**src/rtl/pipeline_ctrl.sv**
```systemverilog
// Pipeline latch/PC sequencer: decides load, hold or flush per latch each cycle,
// and tracks outstanding data accesses, sticky halt and stall/flush event counts.
//
// state | meaning
// RUN   | normal issue; hazards resolved combinationally each cycle
// DWAIT | data access outstanding in MEM; front of pipe frozen
// HALT  | halt retired; everything frozen until reset
module pipeline_ctrl #(
  parameter int CNT_W = 16
) (
  input  logic             CLK,
  input  logic             nRST,
  input  logic             ihit,
  input  logic             dhit,
  input  logic             mem_dREN,
  input  logic             mem_dWEN,
  input  logic [1:0]       mem_pcSrc,
  input  logic             mem_halt,
  input  logic             idex_dREN,
  input  logic [4:0]       idex_rd,
  input  logic [4:0]       ifid_rs1,
  input  logic [4:0]       ifid_rs2,
  output logic             pc_en,
  output logic             ifid_en,
  output logic             idex_en,
  output logic             exmem_en,
  output logic             memwb_en,
  output logic             ifid_flush,
  output logic             idex_flush,
  output logic             exmem_flush,
  output logic             memwb_flush,
  output logic             halt_o,
  output logic [CNT_W-1:0] stall_cnt,
  output logic [CNT_W-1:0] flush_cnt
);

  typedef enum logic [1:0] {RUN, DWAIT, HALT} state_t;

  state_t state, state_nxt;
  logic   dreq, lu_haz;
  logic   stall_ev, flush_ev;
  logic   pc_ld, ifid_ld, idex_ld, exmem_ld, memwb_ld;

  assign dreq   = mem_dREN | mem_dWEN;
  assign lu_haz = idex_dREN & (idex_rd != 5'd0) &
                  ((idex_rd == ifid_rs1) | (idex_rd == ifid_rs2));

  always_ff @(posedge CLK or negedge nRST) begin
    if (!nRST) state <= RUN;
    else       state <= state_nxt;
  end

  always_comb begin
    state_nxt   = state;
    stall_ev    = 1'b0;
    flush_ev    = 1'b0;
    pc_ld       = 1'b0;
    ifid_ld     = 1'b0;
    idex_ld     = 1'b0;
    exmem_ld    = 1'b0;
    memwb_ld    = 1'b0;
    ifid_flush  = 1'b0;
    idex_flush  = 1'b0;
    exmem_flush = 1'b0;
    memwb_flush = 1'b0;
    case (state)
      RUN: begin
        if (mem_halt) begin
          memwb_ld  = 1'b1;
          state_nxt = HALT;
        end else if (dreq && !dhit) begin
          memwb_flush = 1'b1;
          stall_ev    = 1'b1;
          state_nxt   = DWAIT;
        end else if (mem_pcSrc != 2'b00) begin
          pc_ld       = 1'b1;
          ifid_flush  = 1'b1;
          idex_flush  = 1'b1;
          exmem_flush = 1'b1;
          memwb_ld    = 1'b1;
          flush_ev    = 1'b1;
        end else if (lu_haz) begin
          idex_flush = 1'b1;
          exmem_ld   = 1'b1;
          memwb_ld   = 1'b1;
          stall_ev   = 1'b1;
        end else if (!ihit) begin
          ifid_flush = 1'b1;
          idex_ld    = 1'b1;
          exmem_ld   = 1'b1;
          memwb_ld   = 1'b1;
          stall_ev   = 1'b1;
        end else begin
          pc_ld    = 1'b1;
          ifid_ld  = 1'b1;
          idex_ld  = 1'b1;
          exmem_ld = 1'b1;
          memwb_ld = 1'b1;
        end
      end
      DWAIT: begin
        // Request vanished (flushed upstream): resume as a plain RUN cycle.
        if (!dreq) begin
          pc_ld     = 1'b1;
          ifid_ld   = 1'b1;
          idex_ld   = 1'b1;
          exmem_ld  = 1'b1;
          memwb_ld  = 1'b1;
          state_nxt = RUN;
        end else if (!dhit) begin
          memwb_flush = 1'b1;
          stall_ev    = 1'b1;
        end else begin
          pc_ld      = ihit;
          ifid_ld    = ihit;
          ifid_flush = !ihit;
          idex_ld    = 1'b1;
          exmem_ld   = 1'b1;
          memwb_ld   = 1'b1;
          state_nxt  = RUN;
        end
      end
      default: state_nxt = HALT;
    endcase
  end

  // A latch that is flushed never also loads.
  assign pc_en    = pc_ld;
  assign ifid_en  = ifid_ld  & ~ifid_flush;
  assign idex_en  = idex_ld  & ~idex_flush;
  assign exmem_en = exmem_ld & ~exmem_flush;
  assign memwb_en = memwb_ld & ~memwb_flush;
  assign halt_o   = (state == HALT);

  always_ff @(posedge CLK or negedge nRST) begin
    if (!nRST) begin
      stall_cnt <= '0;
      flush_cnt <= '0;
    end else if (state != HALT) begin
      if (stall_ev && (stall_cnt != '1)) stall_cnt <= stall_cnt + CNT_W'(1);
      if (flush_ev && (flush_cnt != '1)) flush_cnt <= flush_cnt + CNT_W'(1);
    end
  end

endmodule

```
**config.mk**
```make
export PLATFORM = sky130hd
export DESIGN_NAME = pipeline_ctrl
export DESIGN_NICKNAME = d
export VERILOG_FILES = /design/src/rtl/pipeline_ctrl.sv
export SDC_FILE = /design/constraint.sdc
export NUM_CORES = 1
export LEC_CHECK = 0
export BUFFER_PORTS_ARGS = -buffer_cell sky130_fd_sc_hd__buf_2
export CAP_MARGIN = 20
export CORE_MARGIN = 3
export CORE_UTILIZATION = 53
export DETAILED_ROUTE_END_ITERATION = 7
export GPL_TIMING_DRIVEN = 0
export PLACE_DENSITY = 0.82
export SYNTH_ARGS = -nofsm -noshare
export SYNTH_HDL_FRONTEND = slang
export SYNTH_SLANG_ARGS = --single-unit
```
**constraint.sdc**
```tcl
create_clock -name CLK -period 5.8 [get_ports CLK]
set_clock_uncertainty 0.1 [all_clocks]
set_input_delay 0.58 -clock CLK [delete_from_list [all_inputs] [get_ports CLK]]
set_output_delay 0.58 -clock CLK [all_outputs]
set_load 0.02 [all_outputs]
```
# After elaboration in Yosys (flattened, before gate mapping)
# Cells that the tools add are included.
# W data, S select, Z words.
# totals
input_bits,25
elab_cells,95
ff_bits,34
# classes
n_reduce_logical,11
mux,58
add_sub_neg,2
n_eq_ne,9
n_bitwise,12
# ops
op,n
$mux W1,45
$add A16 B1 Y16 const B,2
$ne A16 B16 Y1 const B,2
$pmux W1 S2,8
$eq A5 B5 Y1,2
$mux W2,4
$and A1 B1 Y1,6
$ne A3 B3 Y1 const B,2
$reduce_and A2 Y1,3
$reduce_bool A5 Y1,1
$not A1 Y1,4
$pmux W2 S2,1
$logic_and A1 B1 Y1,3
$eq A2 B1 Y1 const B,1
$eq A2 B2 Y1 const B,1
$logic_not A1 Y1,2
$logic_not A2 Y1,1
$ne A2 B2 Y1 const B,1
$or A1 B1 Y1,2
$reduce_bool A2 Y1,1

# Longest topological paths before layout
# Gate-level depths: netlist of the first run.
# logic_depth
word_depth,10
ltp_mapped,8
ltp_nobuf,7

# Worst setup path before layout of the first run
# OpenSTA, ideal clock, no wires.
# synth_timing
path_type,input-to-output
from,in idex_rd[1]
to,out idex_en
slack_ps,3013
arrival_ps,2107
cell_stages,6
required_time_ps,5120
path_cell_list,or4_4 -> o21ai_2 -> and2b_1 -> nor2_1 -> a21oi_1 -> nor3_1
# synth_via
elab_chain_cells,10
elab_cells_between_ends,18
# synth_lines
element,line_no,source
"start, declared",20,"input logic [4:0] idex_rd,"
$eq A5 B5 Y1 / $reduce_bool A5 Y1 (equally long branches),"46, 45",
$or A1 B1 Y1 / $and A1 B1 Y1 (equally long branches),"46, 45",
$and A1 B1 Y1 *,45,assign lu_haz = idex_dREN & (idex_rd != 5'd0) &
$mux W1,82,end else if (lu_haz) begin
$mux W1,75,end else if (mem_pcSrc != 2'b00) begin
$mux W1,71,end else if (dreq && !dhit) begin
$mux W1,68,if (mem_halt) begin
$mux W1,66,case (state)
$not A1 Y1,130,assign idex_en = idex_ld & ~idex_flush;
$and A1 B1 Y1 *,130,
"end, declared",25,"output logic idex_en,"
# Every way passes the cells marked *; elsewhere a longest branch is shown, timed or not.

# Final worst setup path of the first run
# Same ends and word-level chain as after synthesis.

==> flow_summary.yaml, run 1 <==
status:
  status: "finished, final reports clean"
power:
  power_density_nw_per_um2: 177
  swShare_pct: 25.2
  internal_power_uw: 304
  ir_drop_mv: 0.125
  p_comb_share_pct: 10.6
  pwr-share-seq_pct: 60.0
  p_switching_uw: 102
  leakagePower_uw: 0.00116
  clkPwrFrac_pct: 29.4
synthesis:
  synth_compound_area_share_pct: 8.08
  synthTopCellsByCount: "34 x dfrtp_1, 34 x xnor2_1, 17 x nand2_1, 17 x nor2_1, 13 x nand3_1"
  avgSynthCellArea_sq_um: 10.4
  yosysWarnings: 0
  yosysSeqAreaShare_pct: 45.4
  synth-edff-count: 0
  ys_types: 41
  synth_mux_area_share_pct: 1.40
  synthCells: 180
  synth_flop_cell: "dfrtp_1"
  synth_xor_area_share_pct: 18.7
  synth_top_family_by_area: "simple AND/OR/NAND/NOR gates"
  synth.top_cell.area_share_pct: 45.4
  async_reset_ff_share_pct: 100
  synthAdderAreaFrac_pct: 1.34
  ys_top_cells_by_area: "dfrtp_1 45%, xnor2_1 16%, nand3_1 3.5%"
  synth-seq-cells: 34
  synth_nets: 207
  synth_simple_gate_area_share_pct: 24.6
  yosysTopAreaCell: "dfrtp_1"
  synth_area_sq_um: 1870
global_routing:
  grt.total_usage_pct: 20.3
  grt_pass1_wl_microns: 6730
  grt_pass1_vias: 1548
  use_met2_pct: 35.7
  gr-max-usage-layer: "met2"
  grt_use_met3_pct: 6.32
  antenna_found_initial: 0
  overflow: 0
  grt_max_degree: 35
  gr-usage-met1_pct: 23.9
clock_tree:
  numCtsBuffers: 5
  cts-root-buf: "clkbuf_4"
  clk_path_buf_depth: 2
  insertion_delay_ps: 340
  htreeDepth: 2
  cts_setup_buffers: 0
  clk_pin_slew_ps: 100
  cts_tree: "yes"
  cts_resized: 0
  cts_sinks: 34
  holdBufCountCts: 0
critical_path:
  cp.buffers_inverters: 2
  cp_top_family: "simple AND/OR/NAND/NOR gates"
  required_ps: 5120
  arrival_ps: 2140
  crit_path_start_kind: "input pin"
  slowest_delay_ps: 530
  end_kind: "primary output"
  critical_path.slowest_cell: "or4_4"
  cp_common_cell: "buf_2"
  critical_path.cell_chain: "buf_2, or4_4, o21ai_2, and2b_1, nor2_1, a21oi_1, nor3_1, buf_2"
  path_class: "in -> out"
  cp_max_fo: 3
  rrSetupSlack_ps: 3790
sta:
  timing.final.hold_violations: 0
  tightest_slew_ps: 727
  slew_headroom_pct: 51.5
  fmax_mhz: 354
  rsz0062_at_grt: "no"
  finalSetupTns_ps: 0
  period_minus_slack_ps: 2820
  period_share_pct: 48.7
  finalMaxSlewViolations: 0
  setup_viol: 0
run:
  maxCapViolCount: 0
cells_and_area:
  syn2layout_area_growth_pct: 23.0
  final_layout_size_suffix_gt1_share_pct: 35.2
  post-route-cell-area_sq_um: 2300
  final_nets: 280
  fillers: 279
  seqCellArea_sq_um: 851
  multi_input_area_sq_um: 1010
  num_antenna_cells: 0
routing:
  drc: 0
  postRouteAntennaNets: 0
  avgRoutedWirePerCell_microns: 13.2
  drtPass1Iterations: 4
  wirelength_microns: 3910
  drt-initial-drc-count: 47
  vias: 1558
  via_per_inst: 5.25
worst_hold_path:
  hp-class: "in -> async"
placed_design:
  place_hpwl_microns: 3050
  io_buffers: 66
  gp_congestion: 0.772
  dpl_cell_area_sq_um: 2260
die:
  die-area_sq_um: 4280
  fp-row-count: 20
  io_pins: 67
  core_sq_um: 3200
  fp.dieH_microns: 65.4
  initial_utilization_pct: 58.5
  die_x_microns: 65.4
## area by class of cell
class                      instances  share of cell area, %
buffer                             1                  0.217
clock buffer                       7                   1.96
inverter                           1                  0.163
multi-input combinational        144                   44.0
sequential                        34                   36.9
tap                               44                   2.39
timing repair buffer              66                   14.3
## final timing paths
path | start | endpoint | cells after the start
max | idex_rd[1] | idex_en | 8
min | nRST | flush_cnt[11] | 1
max reg2reg | state[1] | flush_cnt[13] | 8
min reg2reg | flush_cnt[13] | flush_cnt[13] | 1
max in group asynchronous | nRST | flush_cnt[6] | 1
min in group CLK | flush_cnt[13] | flush_cnt[13] | 1
## worst register-to-register path, stage by stage, from the launching register on
cell      delay (ps)
dfrtp_1          370
clkbuf_2         170
nor3_2           230
and2_1           220
o311a_4          250
nand4_4          150
nor2_2           160
nand4_1          130
xnor2_1          140
## cells in the final DEF, fill, tap and decap left out, types with 2 or more instances in the layout
master,n
and3_1,2
and4_1,3
ha_1,2
clkbuf_4,5
buf_2,66
nor2_2,2
nand2_1,17
xor2_1,6
and3_2,2
xnor2_1,34
dfrtp_1,34
nor2b_1,3
o22ai_1,2
nand2b_1,2
a21oi_1,5
clkbuf_1,2
nor3_1,3
nor2_1,17
nand3_1,13
nand4_1,7
and2_1,3
## power groups by stage
stage | clock network (uW) | logic (uW) | registers, uW
floorplan | 0 | 18.0 | 252
CTS | 125 | 43.8 | 244
detailed placement | 0 | 43.9 | 249
global placement | 0 | 42.3 | 249
global route | 135 | 48.3 | 245
finish | 119 | 43.2 | 244
## state kept, by name (all words and copies together), names as in the netlist
signal and flops:
flush_cnt 16, stall_cnt 16, state 2
## stage by stage
step	utilization [%]	hold WS, ps	worst slack (ps)	power, uW	std cells
2_1_floorplan	-	184	3010	270	180
3_3_place_gp	70.5	373	2970	291	290
3_5_place_dp	70.5	376	2970	293	290
4_1_cts	71.9	198	2970	414	297
5_1_grt	71.9	225	2850	428	297
6_report	71.9	185	2980	407	297
## kinds of logic after synthesis
kind of cell	count (synthesis)
fa+ha+maj	2
flops	34
mux	2
buf+inv	2
compound gates	17
xor+xnor	40
simple gates	83
## per-layer routing
| metal | up-vias | share of wire (%) | wire [microns] |
|---|---|---|---|
| li1 | 768 | - | - |
| met1 | 753 | 42 | 1650 |
| met4 | 0 | 0.95 | 37 |
| met3 | 3 | 5.1 | 200 |
| met5 | - | 0 | 0 |
| met2 | 34 | 52 | 2020 |
No activity file was read; power rests on OpenSTA's default activity.
==> run 2: changes to the inputs <==
--- a/config.mk
+++ b/config.mk
@@ -8,10 +8,10 @@
 export BUFFER_PORTS_ARGS = -buffer_cell sky130_fd_sc_hd__buf_2
 export CAP_MARGIN = 20
 export CORE_MARGIN = 3
-export CORE_UTILIZATION = 53
+export CORE_UTILIZATION = 49
 export DETAILED_ROUTE_END_ITERATION = 7
 export GPL_TIMING_DRIVEN = 0
-export PLACE_DENSITY = 0.82
+export PLACE_DENSITY = 0.77
 export SYNTH_ARGS = -nofsm -noshare
 export SYNTH_HDL_FRONTEND = slang
 export SYNTH_SLANG_ARGS = --single-unit
==> constraint.sdc (replaced) <==
create_clock -name CLK -period 2.6 [get_ports CLK]
set_clock_uncertainty 0.1 [all_clocks]
set_input_delay 0.26 -clock CLK [delete_from_list [all_inputs] [get_ports CLK]]
set_output_delay 0.26 -clock CLK [all_outputs]
set_load 0.02 [all_outputs]
==> run 2 against run 1 <==
- clock power rose to 3.9 times the previous value
- critical endpoint unchanged
- global-route usage down 1.1 points
- register-to-register slack worse by 3200 ps
- routed wire length is 0.54% lower
- utilization fell by 3.9 points
- critical path type unchanged
- power increased to 2.7 times the previous value
==> flow_summary.yaml, run 2 (same netlist as run 1, synthesis figures left out) <==
die:
  die-area_sq_um: 4600
  io_pins: 67
  fp.dieH_microns: 67.8
  fp-row-count: 21
  core_sq_um: 3490
  initial_utilization_pct: 53.6
  die_x_microns: 67.8
sta:
  tightest_slew_ps: 744
  setup_viol: 0
  period_share_pct: 85.2
  rsz0062_at_grt: "no"
  period_minus_slack_ps: 2210
  finalMaxSlewViolations: 0
  slew_headroom_pct: 50.4
  fmax_mhz: 452
  timing.final.hold_violations: 0
  finalSetupTns_ps: 0
critical_path:
  reg2reg_depth: 8
  arrival_ps: 1850
  path_class: "in -> out"
  cp_max_fo: 3
  end_kind: "primary output"
  required_ps: 2240
  crit_path_start_kind: "input pin"
placed_design:
  io_buffers: 66
  place_hpwl_microns: 3050
  gp_congestion: 0.855
  dp.cells: 292
routing:
  wirelength_microns: 3890
  postRouteAntennaNets: 0
  drc: 0
  avgRoutedWirePerCell_microns: 12.9
  drtPass1Iterations: 4
  drt-initial-drc-count: 47
  vias: 1575
  via_per_inst: 5.23
clock_tree:
  clk_path_buf_depth: 2
  htreeDepth: 2
  cts_tree: "yes"
  cts_setup_buffers: 0
  holdBufCountCts: 1
  insertion_delay_ps: 280
  cts_resized: 0
  clk_pin_slew_ps: 60
  numCtsBuffers: 5
  cts_sinks: 34
  cts-root-buf: "clkbuf_8"
global_routing:
  grt_pass1_vias: 1514
  grt_pass1_wl_microns: 6620
  grt_max_degree: 35
  overflow: 0
  grt.total_usage_pct: 19.2
  antenna_found_initial: 0
cells_and_area:
  final_cell_mix: "66 x buf_2, 34 x xnor2_1, 34 x dfrtp_1"
  syn2layout_area_growth_pct: 26.9
  final_nets: 281
  final_common_cell: "buf_2"
  final_layout_size_suffix_gt1_share_pct: 35.3
  num_antenna_cells: 0
  fin_cells: 301
  reg_top3: "flush_cnt: 16 flops, stall_cnt: 16 flops, state: 2 flops"
power:
  power_density_nw_per_um2: 465
  ir_drop_mv: 0.252
  leakagePower_uw: 0.00120
run:
  maxCapViolCount: 0
worst_hold_path:
  holdPathStages: 3
  hp-class: "in -> reg"
status:
  status: "finished, final reports clean"
## run 2: per-layer routing
metal	routed length, microns	vias to the layer above	GRT usage, %	share of wire, %
li1	-	773	-	-
met3	263	6	7.06	6.8
met4	47	0	6.45	1.2
met2	1950	46	32.3	50
met1	1620	750	22.7	42
met5	0	-	0	0
## run 2: path summary, 6_finish.rpt
path	startpoint	to	slack (ps)
hold reg to reg	stall_cnt[5]	stall_cnt[5]	390
max in group asynchronous	nRST	stall_cnt[15]	1430
setup / recovery	idex_rd[1]	idex_en	390
setup reg to reg	state[1]	flush_cnt[13]	570
min in group asynchronous	nRST	flush_cnt[12]	500
hold / removal	mem_dREN	state[0]	290
## run 2: critical path, stage by stage
cell and delay [ps]:
buf_2 120, or4_4 530, o21ai_2 150, and2b_1 200, nor2_1 180, a21oi_1 100, nor3_1 120, buf_2 180
## run 2: metrics by stage
stage | hold WS, ps | utilization (%) | setup slack [ps] | instance area [sq um] | total power [uW]
after floorplan | -136 | - | 453 | 1870 | 603
after global placement | 275 | 64.7 | 401 | 2260 | 650
after detailed placement | 274 | 64.7 | 390 | 2260 | 653
after CTS | 291 | 68.0 | 390 | 2380 | 1120
after global routing | 339 | 68.0 | 296 | 2380 | 1170
final | 291 | 68.0 | 385 | 2380 | 1110
## run 2: where the power goes
group          switching (uW)  total, uW  internal, uW
registers                9.55        545           536
clock network             178        464           286
logic                    53.9       97.0          43.2
total                     241       1110           865
## run 2: layout make-up
| cell class | count | area, sq um |
|---|---|---|
| Fill cell | 289 | 1120 |
| Inverter | 1 | 3.75 |
| Buffer | 1 | 5.00 |
| Clock inverter | 1 | 30.0 |
| Sequential cell | 34 | 851 |
| Tap cell | 46 | 57.6 |
| Multi-Input combinational cell | 144 | 1010 |
| Timing Repair Buffer | 67 | 340 |
| Clock buffer | 7 | 76.3 |
==> run 3: changes to the inputs <==
--- a/config.mk
+++ b/config.mk
@@ -12,6 +12,7 @@
 export DETAILED_ROUTE_END_ITERATION = 7
 export GPL_TIMING_DRIVEN = 0
 export PLACE_DENSITY = 0.77
+export RECOVER_POWER = 100
 export SYNTH_ARGS = -nofsm -noshare
 export SYNTH_HDL_FRONTEND = slang
 export SYNTH_SLANG_ARGS = --single-unit
==> run 3 against run 2 <==
- hold slack worse by 1.6 ps
- clock-buffer cell count unchanged
- first-iteration DRC count shrank 47%
- sequential cell count stayed put
- non-clock buffer count is the same
- largest power group unchanged
==> flow_summary.yaml, run 3 (same netlist as run 1, synthesis figures left out) <==
critical_path:
  rrSetupSlack_ps: 350
  required_ps: 2240
  timing.rr.end: "flush_cnt[13]"
  arrival_ps: 1940
  end_kind: "primary output"
  cp_max_fo: 3
  crit_path_start_kind: "input pin"
  path_class: "in -> out"
  reg2reg_depth: 8
  r2r-start: "state[1]"
sta:
  finalMaxSlewViolations: 0
  fmax_mhz: 435
  period_share_pct: 88.4
  setup_viol: 0
  finalSetupTns_ps: 0
  slew_headroom_pct: 44.7
  tightest_slew_ps: 829
  period_minus_slack_ps: 2300
  rsz0062_at_grt: "no"
  timing.final.hold_violations: 0
die:
  die-area_sq_um: 4600
  die_x_microns: 67.8
  core_sq_um: 3490
  fp-row-count: 21
  fp.dieH_microns: 67.8
  io_pins: 67
  initial_utilization_pct: 53.6
global_routing:
  grt_pass1_vias: 1514
  grt.total_usage_pct: 19.2
  overflow: 0
  antenna_found_initial: 0
  grt_max_degree: 35
  grt_pass1_wl_microns: 6620
cells_and_area:
  final_common_cell: "clkbuf_1"
  final_cell_mix: "44 x clkbuf_1, 34 x xnor2_1, 34 x dfrtp_1"
  reg_top3: "flush_cnt: 16 flops, stall_cnt: 16 flops, state: 2 flops"
  syn2layout_area_growth_pct: 21.7
  num_antenna_cells: 0
  post-route-cell-area_sq_um: 2280
  final_nets: 281
  final_layout_size_suffix_gt1_share_pct: 16.1
worst_hold_path:
  hp-class: "in -> reg"
  holdPathStages: 3
  whs_endpoint: "state[0]"
  holdCritStartpoint: "mem_dREN"
power:
  power.total_uw: 1110
  clkPwrFrac_pct: 42.2
  ir_drop_mv: 0.251
  internal_power_uw: 863
  swShare_pct: 22.0
  p_switching_uw: 243
  p_comb_share_pct: 8.5
  pwr-share-seq_pct: 49.3
  power_density_nw_per_um2: 485
  leakagePower_uw: 0.000998
clock_tree:
  cts_sinks: 34
  cts_tree: "yes"
  clk_pin_slew_ps: 70
  numCtsBuffers: 5
  cts-root-buf: "clkbuf_8"
  cts_resized: 0
  insertion_delay_ps: 280
  htreeDepth: 2
  clk_path_buf_depth: 2
routing:
  vias: 1589
  avgRoutedWirePerCell_microns: 13.1
  postRouteAntennaNets: 0
  drc: 0
  drtPass1Iterations: 4
  wirelength_microns: 3930
  via_per_inst: 5.28
  drt-initial-drc-count: 25
placed_design:
  io_buffers: 66
  dpl_cell_area_sq_um: 2260
  gp_congestion: 0.855
  place_hpwl_microns: 3050
run:
  maxCapViolCount: 0
status:
  status: "finished, final reports clean"
==> run 3: what timing repair did <==
| action | in CTS | in global routing |
|---|---|---|
| endpoints found under the hold margin | 34 | 0 |
| setup buffers | 0 | 0 |
| hold buffers | 1 | 0 |
| setup endpoints to repair | 0 | 0 |
==> run 3: how the worst max path moves through the flow <==
| stage | end | start | slack (ps) |
|---|---|---|---|
| after CTS | idex_en | idex_rd[1] | 390 |
| after global placement | idex_en | idex_rd[1] | 400 |
| after global routing | flush_cnt[15] | state[1] | 190 |
| after detailed placement | idex_en | idex_rd[1] | 390 |
| final | idex_en | idex_rd[1] | 300 |
| after floorplan | idex_en | idex_rd[1] | 450 |
==> run 3: critical path, stage by stage <==
cell and delay, ps:
buf_2 120, or4_4 530, o21ai_2 150, and2b_1 200, nor2_1 190, a21oi_1 100, nor3_1 130, clkbuf_1 250
==> run 3: power by group through the flow <==
stage	sequential, uW	combinational (uW)	clock [uW]
after floorplan	562	40.2	0
after global placement	555	95.2	0
after detailed placement	555	97.8	0
after CTS	545	99.0	480
after global routing	546	106	516
final	546	94.4	466
==> run 3: metrics by stage <==
stage | hold slack, ps | worst slack, ps | cells | util (%)
detailed placement | 274 | 390 | 292 | 64.7
CTS | 291 | 390 | 301 | 68.0
finish | 290 | 303 | 301 | 65.2
global route | 340 | 190 | 301 | 65.2
floorplan | -136 | 453 | 180 | -
global placement | 275 | 401 | 292 | 64.7
==> run 3: cell type report <==
| type | count | area (sq um) |
|---|---|---|
| Sequential cell | 34 | 851 |
| Timing Repair Buffer | 67 | 289 |
| Inverter | 1 | 3.75 |
| Multi-Input combinational cell | 144 | 968 |
| Fill cell | 330 | 1210 |
| Buffer | 1 | 3.75 |
| Clock inverter | 1 | 30.0 |
| Clock buffer | 7 | 76.3 |
| Tap cell | 46 | 57.6 |
==> run 3: layer usage <==
metal	global-route usage, %	part of all wire, %	vias to the layer above
li1	-	-	775
met1	22.7	42	752
met2	32.3	50	56
met3	7.06	7.3	6
met4	6.45	1.2	0
met5	0	0	-
